$ cat src/rtl/grah_reduce_pkg.sv
// Shared definitions for the Grah-8 reduction gate: mode encoding, per-mode
// identity and base operator, and the operand count at each tree level.
package grah_reduce_pkg;

    localparam logic [2:0] MODE_AND  = 3'd0;
    localparam logic [2:0] MODE_OR   = 3'd1;
    localparam logic [2:0] MODE_XOR  = 3'd2;
    localparam logic [2:0] MODE_NAND = 3'd3;
    localparam logic [2:0] MODE_NOR  = 3'd4;
    localparam logic [2:0] MODE_XNOR = 3'd5;

    // Widest operand the helper functions carry; callers truncate to BIT_WIDTH.
    localparam int OP_W = 256;

    typedef enum logic [1:0] {
        FAM_AND,
        FAM_OR,
        FAM_XOR
    } family_e;

    // Unused encodings 6 and 7 fall back to the AND family.
    function automatic family_e family(input logic [2:0] mode);
        case (mode)
            MODE_OR, MODE_NOR:   return FAM_OR;
            MODE_XOR, MODE_XNOR: return FAM_XOR;
            default:             return FAM_AND;
        endcase
    endfunction

    function automatic logic is_inverting(input logic [2:0] mode);
        return (mode == MODE_NAND) || (mode == MODE_NOR) || (mode == MODE_XNOR);
    endfunction

    function automatic logic [OP_W-1:0] identity(input logic [2:0] mode, input int unsigned width);
        if (family(mode) == FAM_AND) begin
            return {OP_W{1'b1}} >> (OP_W - width);
        end
        return '0;
    endfunction

    function automatic logic [OP_W-1:0] base_op(input logic [2:0] mode,
                                                input logic [OP_W-1:0] a,
                                                input logic [OP_W-1:0] b);
        case (family(mode))
            FAM_OR:  return a | b;
            FAM_XOR: return a ^ b;
            default: return a & b;
        endcase
    endfunction

    // Operands entering tree level `level`: ceil-halved once per preceding level.
    function automatic int level_ops(input int channels, input int level);
        int n;
        n = channels;
        for (int i = 0; i < level; i++) begin
            n = (n + 1) / 2;
        end
        return n;
    endfunction

endpackage

$ cat src/rtl/reduce_stage.sv
// One registered level of the reduction tree: pairwise combine of IN_OPS
// operands into ceil(IN_OPS/2), with mode and all-masked carried alongside.
module reduce_stage
    import grah_reduce_pkg::*;
#(
    parameter int IN_OPS    = 2,
    parameter int BIT_WIDTH = 1,
    localparam int OUT_OPS  = (IN_OPS + 1) / 2
) (
    input  logic                           clk,
    input  logic                           rst,
    input  logic [IN_OPS*BIT_WIDTH-1:0]    in_ops,
    input  logic [2:0]                     in_mode,
    input  logic                           in_all_masked,
    input  logic                           in_valid,
    output logic                           in_ready,
    output logic [OUT_OPS*BIT_WIDTH-1:0]   out_ops,
    output logic [2:0]                     out_mode,
    output logic                           out_all_masked,
    output logic                           out_valid,
    input  logic                           out_ready
);

    logic [2*OUT_OPS*BIT_WIDTH-1:0] padded;
    logic [OUT_OPS*BIT_WIDTH-1:0]   combined;
    logic [BIT_WIDTH-1:0]           ident;

    // An odd trailing operand is paired with the identity of the beat's mode.
    always_comb begin
        ident    = BIT_WIDTH'(identity(in_mode, BIT_WIDTH));
        padded   = {(2*OUT_OPS){ident}};
        padded[IN_OPS*BIT_WIDTH-1:0] = in_ops;
        combined = '0;
        for (int j = 0; j < OUT_OPS; j++) begin
            combined[j*BIT_WIDTH +: BIT_WIDTH] = BIT_WIDTH'(base_op(in_mode,
                OP_W'(padded[(2*j)*BIT_WIDTH +: BIT_WIDTH]),
                OP_W'(padded[(2*j+1)*BIT_WIDTH +: BIT_WIDTH])));
        end
    end

    assign in_ready = !out_valid || out_ready;

    always_ff @(posedge clk or negedge rst) begin
        if (!rst) begin
            out_valid      <= 1'b0;
            out_ops        <= '0;
            out_mode       <= MODE_AND;
            out_all_masked <= 1'b0;
        end else if (in_ready) begin
            out_valid <= in_valid;
            if (in_valid) begin
                out_ops        <= combined;
                out_mode       <= in_mode;
                out_all_masked <= in_all_masked;
            end
        end
    end

endmodule

$ cat src/rtl/reduce_gate_pipe.sv
// Pipelined, maskable N-input bitwise reduction gate (AND/OR/XOR and inversions)
// built from one reduce_stage per tree level behind a valid/ready handshake.
module reduce_gate_pipe
    import grah_reduce_pkg::*;
#(
    parameter int UUID      = 0,
    parameter int CHANNELS  = 4,
    parameter int BIT_WIDTH = 1,
    parameter int CNT_WIDTH = 16
) (
    input  logic                          clk,
    input  logic                          rst,
    input  logic [CHANNELS*BIT_WIDTH-1:0] in_data,
    input  logic [CHANNELS-1:0]           in_mask,
    input  logic [2:0]                    in_mode,
    input  logic                          in_valid,
    output logic                          in_ready,
    output logic [BIT_WIDTH-1:0]          out_data,
    output logic                          out_all_masked,
    output logic                          out_valid,
    input  logic                          out_ready,
    output logic [CNT_WIDTH-1:0]          result_count
);

    localparam int LEVELS = (CHANNELS > 1) ? $clog2(CHANNELS) : 1;

    logic [CHANNELS*BIT_WIDTH-1:0] masked_ops;
    logic [BIT_WIDTH-1:0]          ident;
    logic                          all_masked;

    // Masked channels enter the tree as the identity so they cannot affect the result.
    always_comb begin
        ident      = BIT_WIDTH'(identity(in_mode, BIT_WIDTH));
        masked_ops = '0;
        for (int c = 0; c < CHANNELS; c++) begin
            masked_ops[c*BIT_WIDTH +: BIT_WIDTH] =
                in_mask[c] ? in_data[c*BIT_WIDTH +: BIT_WIDTH] : ident;
        end
    end

    assign all_masked = ~|in_mask;

    for (genvar k = 0; k < LEVELS; k++) begin : g_lvl
        localparam int IN_OPS  = level_ops(CHANNELS, k);
        localparam int OUT_OPS = (IN_OPS + 1) / 2;

        logic [IN_OPS*BIT_WIDTH-1:0]  stg_in_ops;
        logic [2:0]                   stg_in_mode;
        logic                         stg_in_all_masked;
        logic                         stg_in_valid;
        logic                         stg_in_ready;
        logic [OUT_OPS*BIT_WIDTH-1:0] stg_out_ops;
        logic [2:0]                   stg_out_mode;
        logic                         stg_out_all_masked;
        logic                         stg_out_valid;
        logic                         stg_out_ready;

        if (k == 0) begin : g_head
            assign stg_in_ops        = masked_ops;
            assign stg_in_mode       = in_mode;
            assign stg_in_all_masked = all_masked;
            assign stg_in_valid      = in_valid;
            assign in_ready          = stg_in_ready;
        end else begin : g_link
            assign stg_in_ops        = g_lvl[k-1].stg_out_ops;
            assign stg_in_mode       = g_lvl[k-1].stg_out_mode;
            assign stg_in_all_masked = g_lvl[k-1].stg_out_all_masked;
            assign stg_in_valid      = g_lvl[k-1].stg_out_valid;
        end

        // Inversion is applied once, after the last register, using the beat's own mode.
        if (k == LEVELS - 1) begin : g_tail
            assign stg_out_ready  = out_ready;
            assign out_valid      = stg_out_valid;
            assign out_all_masked = stg_out_all_masked;
            assign out_data       = stg_out_ops ^ {BIT_WIDTH{is_inverting(stg_out_mode)}};
        end else begin : g_mid
            assign stg_out_ready = g_lvl[k+1].stg_in_ready;
        end

        reduce_stage #(
            .IN_OPS    (IN_OPS),
            .BIT_WIDTH (BIT_WIDTH)
        ) u_stage (
            .clk            (clk),
            .rst            (rst),
            .in_ops         (stg_in_ops),
            .in_mode        (stg_in_mode),
            .in_all_masked  (stg_in_all_masked),
            .in_valid       (stg_in_valid),
            .in_ready       (stg_in_ready),
            .out_ops        (stg_out_ops),
            .out_mode       (stg_out_mode),
            .out_all_masked (stg_out_all_masked),
            .out_valid      (stg_out_valid),
            .out_ready      (stg_out_ready)
        );
    end

    always_ff @(posedge clk or negedge rst) begin
        if (!rst) begin
            result_count <= '0;
        end else if (out_valid && out_ready) begin
            result_count <= result_count + CNT_WIDTH'(1);
        end
    end

endmodule

$ cat config.mk
export PLATFORM = sky130hd
export DESIGN_NAME = reduce_gate_pipe
export DESIGN_NICKNAME = d
export VERILOG_FILES = /design/src/rtl/grah_reduce_pkg.sv /design/src/rtl/reduce_stage.sv /design/src/rtl/reduce_gate_pipe.sv
export SDC_FILE = /design/constraint.sdc
export NUM_CORES = 1
export LEC_CHECK = 0
export ABC_CLOCK_PERIOD_IN_PS = 2700
export BUFFER_PORTS_ARGS = -buffer_cell sky130_fd_sc_hd__buf_2
export CELL_PAD_IN_SITES_DETAIL_PLACEMENT = 1
export CELL_PAD_IN_SITES_GLOBAL_PLACEMENT = 2
export CORE_MARGIN = 3
export CORE_UTILIZATION = 39
export CTS_BUF_LIST = sky130_fd_sc_hd__clkbuf_2
export CTS_CLUSTER_DIAMETER = 50
export CTS_CLUSTER_SIZE = 25
export DETAILED_ROUTE_END_ITERATION = 12
export GPL_TIMING_DRIVEN = 0
export PLACE_DENSITY = 0.95
export SLEW_MARGIN = 20
export SYNTH_ARGS = -nofsm -noshare
export SYNTH_HDL_FRONTEND = slang
export SYNTH_HIERARCHICAL = 1
export SYNTH_SLANG_ARGS = --single-unit
$ cat constraint.sdc
create_clock -name clk -period 2.7 [get_ports clk]
set_input_delay 0.135 -clock clk [delete_from_list [all_inputs] [get_ports clk]]
set_output_delay 0.135 -clock clk [all_outputs]
set_load 0.02 [all_outputs]
# Word-level counts from Yosys, hierarchy flattened
# Index checks and enable logic that the tools add are counted.
totals:
  regBits: 29
  latchBits: 0
  ramBits: 0
  mem_bits_ro: 0
  in_bits: 15
  output_inout_bits: 20
  word_cells: 63
  mem_count: 0
op_classes:
  add_sub_neg: 1
  n_mul: 0
  div_mod_pow: 0
  magnitude_cmp: 0
  eq_ne: 15
  shift: 0
  mux: 12
  bitwise_logic: 10
  reduce_logical: 16
op_table:
  columns: ["operator", "count"]
  rows:
  - ["3-bit == test (second input constant)", 6]
  - ["16-bit by 1-bit adder with 16-bit output (second input constant)", 1]
  - ["3-bit by 2-bit == test with 1-bit output (second input constant)", 3]
  - ["2-bit case mux with 2 select lines", 2]
  - ["2-bit OR reduction", 4]
  - ["1-bit two-way mux", 7]
  - ["3-bit by 1-bit == test with 1-bit output (second input constant)", 2]
  - ["1-bit case mux with 2 select lines", 3]
  - ["2-bit by 1-bit == test with 1-bit output (second input constant)", 2]
  - ["2-bit == test (second input constant)", 2]
  - ["1-bit logical OR", 4]
  - ["2-bit AND reduction", 2]
  - ["4-bit OR reduction", 1]
  - ["1-bit XOR", 4]
  - ["1-bit bitwise AND", 3]
  - ["1-bit logical NOT", 3]
  - ["1-bit bitwise OR", 3]
  - ["2-bit logical NOT", 1]
  - ["1-bit logical AND", 1]

# Logic depth before layout (Yosys ltp)
depth:
  depth_word: 9
  ltp_mapped: 8
  mapped_depth_nobuf: 8

# Modules after synthesis
# Netlist, hierarchy kept.
modules_own_cells:
  columns: ["mod", "instances", "cells_per_inst", "area_each_um2", "seq_area_each_um2"]
  rows:
  - ["reduce_gate_pipe", 1, 67, 800.8, 400.4]
  - ["reduce_stage (g_lvl[0].u_stage)", 1, 42, 465.4, 175.2]
  - ["reduce_stage (g_lvl[1].u_stage)", 1, 32, 375.4, 150.1]

# Worst setup path before layout
# No wires, ideal clock.
synth_timing:
  path_kind: "register to register"
  from: "register result_count[0]"
  to: "register result_count[10]"
  setup_ns: 0.129
  t_arrival_ns: 1.323
  required_time_ns: 2.571
  path_slack_ns: 1.248
  stages_incl_launch_ff: 6
  n_path_buf: 0
  synth_period_minus_slack_ns: 1.452
  cell_sequence: "dfrtp_1 > ha_1 > nand3_1 > nor3_2 > nand4_1 > xnor2_1"
synth_via:
  elab_chain_len: 1
synth_rtl:
  columns: ["element", "line", "text"]
  rows:
  - ["start, declared", "reduce_gate_pipe.sv:22", "output logic [CNT_WIDTH-1:0] result_count"]
  - ["start signal, assigned", "reduce_gate_pipe.sv:104", "result_count <= result_count + CNT_WIDTH'(1);"]
  - ["16-bit by 1-bit adder with 16-bit output", "reduce_gate_pipe.sv:104", null]
# No other way between the ends.
# A chain may end at the register's enable or synchronous reset.

# Final worst setup path
# Same ends and word-level chain as after synthesis.

==> results.cfg <==
[outcome]
status = finished, final reports clean

[worst_hold_path]
worstHoldStart = in_valid
holdPathStages = 2
hold_end = g_lvl[0].u_stage/out_valid
worstHoldPathType = input port to flip-flop

[grt]
first_global_vias = 1278
grtUsageTotal = 0.153
grt_start_max_net_pins = 30
grt.overflow.total = 0
antenna_found_initial = 0
grt_first_pass_wirelength_um = 6000

[clock_network]
clkLatencyLatePin_ns = 0.36
cts_tree = built
root_buffer = clkbuf_2
clock-sinks = 29
clockBufferDepth = 2
path_clk_slew_ns = 0.14
cts_htree_levels = 2
cts_made_buffers = 5

[detailed_routing]
wirelength_um = 3340
postRouteAntennaNets = 0
drc = 0
vias = 1151
wire_per_inst_um = 14.4
drt_pass1_iterations = 3
via_per_inst = 4.96
first_iter_violations = 19

[power_and_ir_drop]
seq_power_share = 0.478
cellPowerDensity_nw_per_um2 = 664
pwr-share-comb = 0.350
ir_worst_vdd_mv = 0.258
intPower_mw = 0.786
power_frac_clock = 0.172
power.switching_mw = 0.491
p_leak_nw = 1.01
sw_frac_of_total = 0.384

[finish]
final-seq-area_um2 = 726
nNetsFinal = 209
design_area_um2 = 1920
drive_gt1_frac = 0.348
multi_input_area_um2 = 875
antenna_cells = 0
syn2layout_area_growth_pct = 17.1
fillCellCount = 441

[setup_path]
r2r_end = result_count[10]
arrival_ns = 1.84
crit_path_end_kind = flip-flop
required_ns = 2.98
cp-start-kind = flip-flop
r2r_slack_ns = 1.13
reg2reg_depth = 5
r2r_start = result_count[0]
critPathKind = flip-flop to flip-flop
path_max_fanout = 5

[synthesis]
ys_async_sr_fraction = 1.00
yosysWarnings = 6
syn-num-nets = 167
synth-compound-area-share = 0.0473
synth-simple-area-share = 0.187
synth-xor-area-share = 0.101
synth_cells = 141
synth_top_cells_by_count = dfrtp_1 (29), ha_1 (11), inv_1 (11), xnor2_1 (11), nand2_1 (10)
yosysTopAreaCell = dfrtp_1
yosysTopAreaCellShare = 0.442
synth_area_leaders = dfrtp_1 (44%), ha_1 (8.4%), mux2_4 (7.3%), xnor2_1 (5.9%), xor2_1 (4.3%)
synth-edff-count = 0
ys_types = 28
synth_most_common_cell = dfrtp_1
muxShareOfSynthArea = 0.114
ys_ff_latch = 29
synth_top_family_by_area = simple AND/OR/NAND/NOR gates
synthFlopType = dfrtp_1
syn_area_um2 = 1640
synth_area_per_cell_um2 = 11.6
synthAdderAreaFrac = 0.0838
seq_area_frac_synth = 0.442

[place]
gp_congestion = 0.719
io_buffers = 34
place.detailed.hpwl_um = 2690
post_dp_cell_area_um2 = 1870

[timing]
hold_viol = 0
finClkSkew_ns = 0.00975
finalSetupViolCount = 0
setup-tns-final_ns = 0
worst_pin_slew_ns = 0.625
max-slew-margin-rel = 0.583
fmax_mhz = 638
period_needed_ns = 1.57
rsz0062_at_grt = false
fin_crit_sh = 0.581
hold_slack_ns = 0.0532
drv_slew = 0

[die]
rows = 22
coreArea_um2 = 3850
die_w_um = 70.9
ios = 35
die_height_um = 70.9
die_area_um2 = 5020
start_util = 0.426

[flow_run]
max-cap-violations = 0
## metrics by stage
stage	instances	power (mW)	setup WS [ns]	util
2_1_floorplan	141	0.909	1.25	-
3_3_place_gp	223	1.03	0.947	0.486
3_5_place_dp	223	1.08	0.843	0.486
4_1_cts	232	1.30	1.07	0.499
5_1_grt	232	1.38	0.938	0.499
6_report	232	1.28	1.13	0.499
## placed cells by master (no fill, tap or decap), types with 6 or more instances in the layout
master and instances:
nand2b_1 6, mux2_4 8, nand3_1 7, dfrtp_1 29, xor2_1 8, clkbuf_2 8
ha_1 11, xnor2_1 11, buf_2 34, nand2_1 10, inv_1 11
## worst max path at each step
stage / start / slack (ns) / cells after the start / to
5_1_grt: result_count[0] / 0.94 / 5 / result_count[10]
2_1_floorplan: result_count[0] / 1.25 / 5 / result_count[10]
4_1_cts: result_count[0] / 1.07 / 5 / result_count[10]
3_3_place_gp: in_mode[0] / 0.95 / 8 / g_lvl[0].u_stage/out_ops[1]
3_5_place_dp: in_mode[0] / 0.84 / 8 / g_lvl[0].u_stage/out_ops[1]
6_report: result_count[0] / 1.13 / 5 / result_count[10]
## kinds of logic after synthesis
| group | after synthesis |
|---|---|
| buf+inv | 11 |
| xor+xnor | 19 |
| compound gates | 10 |
| mux | 14 |
| simple gates | 47 |
| fa+ha+maj | 11 |
| flops | 29 |
## repair_timing
item	4_1_cts	5_1_grt
gates resized for setup	0	0
hold buffers	1	0
buffers inserted	0	0
hold endpoints to repair	29	0
## power groups by stage
stage / logic, mW / clock network [mW] / registers, mW
after floorplan: 0.249 / 0 / 0.660
after global placement: 0.422 / 0 / 0.610
after detailed placement: 0.457 / 0 / 0.620
after CTS: 0.460 / 0.231 / 0.612
after global routing: 0.500 / 0.255 / 0.630
final: 0.447 / 0.220 / 0.610
## registers in the layout (all words and copies together), names as in the netlist
register,count
result_count,16
g_lvl.u_stage/out_mode,6
g_lvl.u_stage/out_ops,3
g_lvl.u_stage/out_all_masked,2
g_lvl.u_stage/out_valid,2
## cell type report
class | instances | share of cell area
tap | 48 | 0.0313
multi-input combinational | 101 | 0.455
inverter | 11 | 0.0215
sequential | 29 | 0.378
timing repair buffer | 35 | 0.0938
clock buffer | 8 | 0.0208
## metal layers
layer | share of wire | global-route usage
met1 | 0.40 | 0.165
met2 | 0.53 | 0.281
met3 | 0.044 | 0.0270
met4 | 0.027 | 0.0814
met5 | 0 | 0
## worst max-delay path, cell delays in order, from the launching register on
cell     delay, ns
dfrtp_1       0.44
ha_1          0.19
nand3_1       0.16
nor3_2        0.35
nand4_1       0.16
xnor2_1       0.19
No activity file was read; power rests on OpenSTA's default activity.
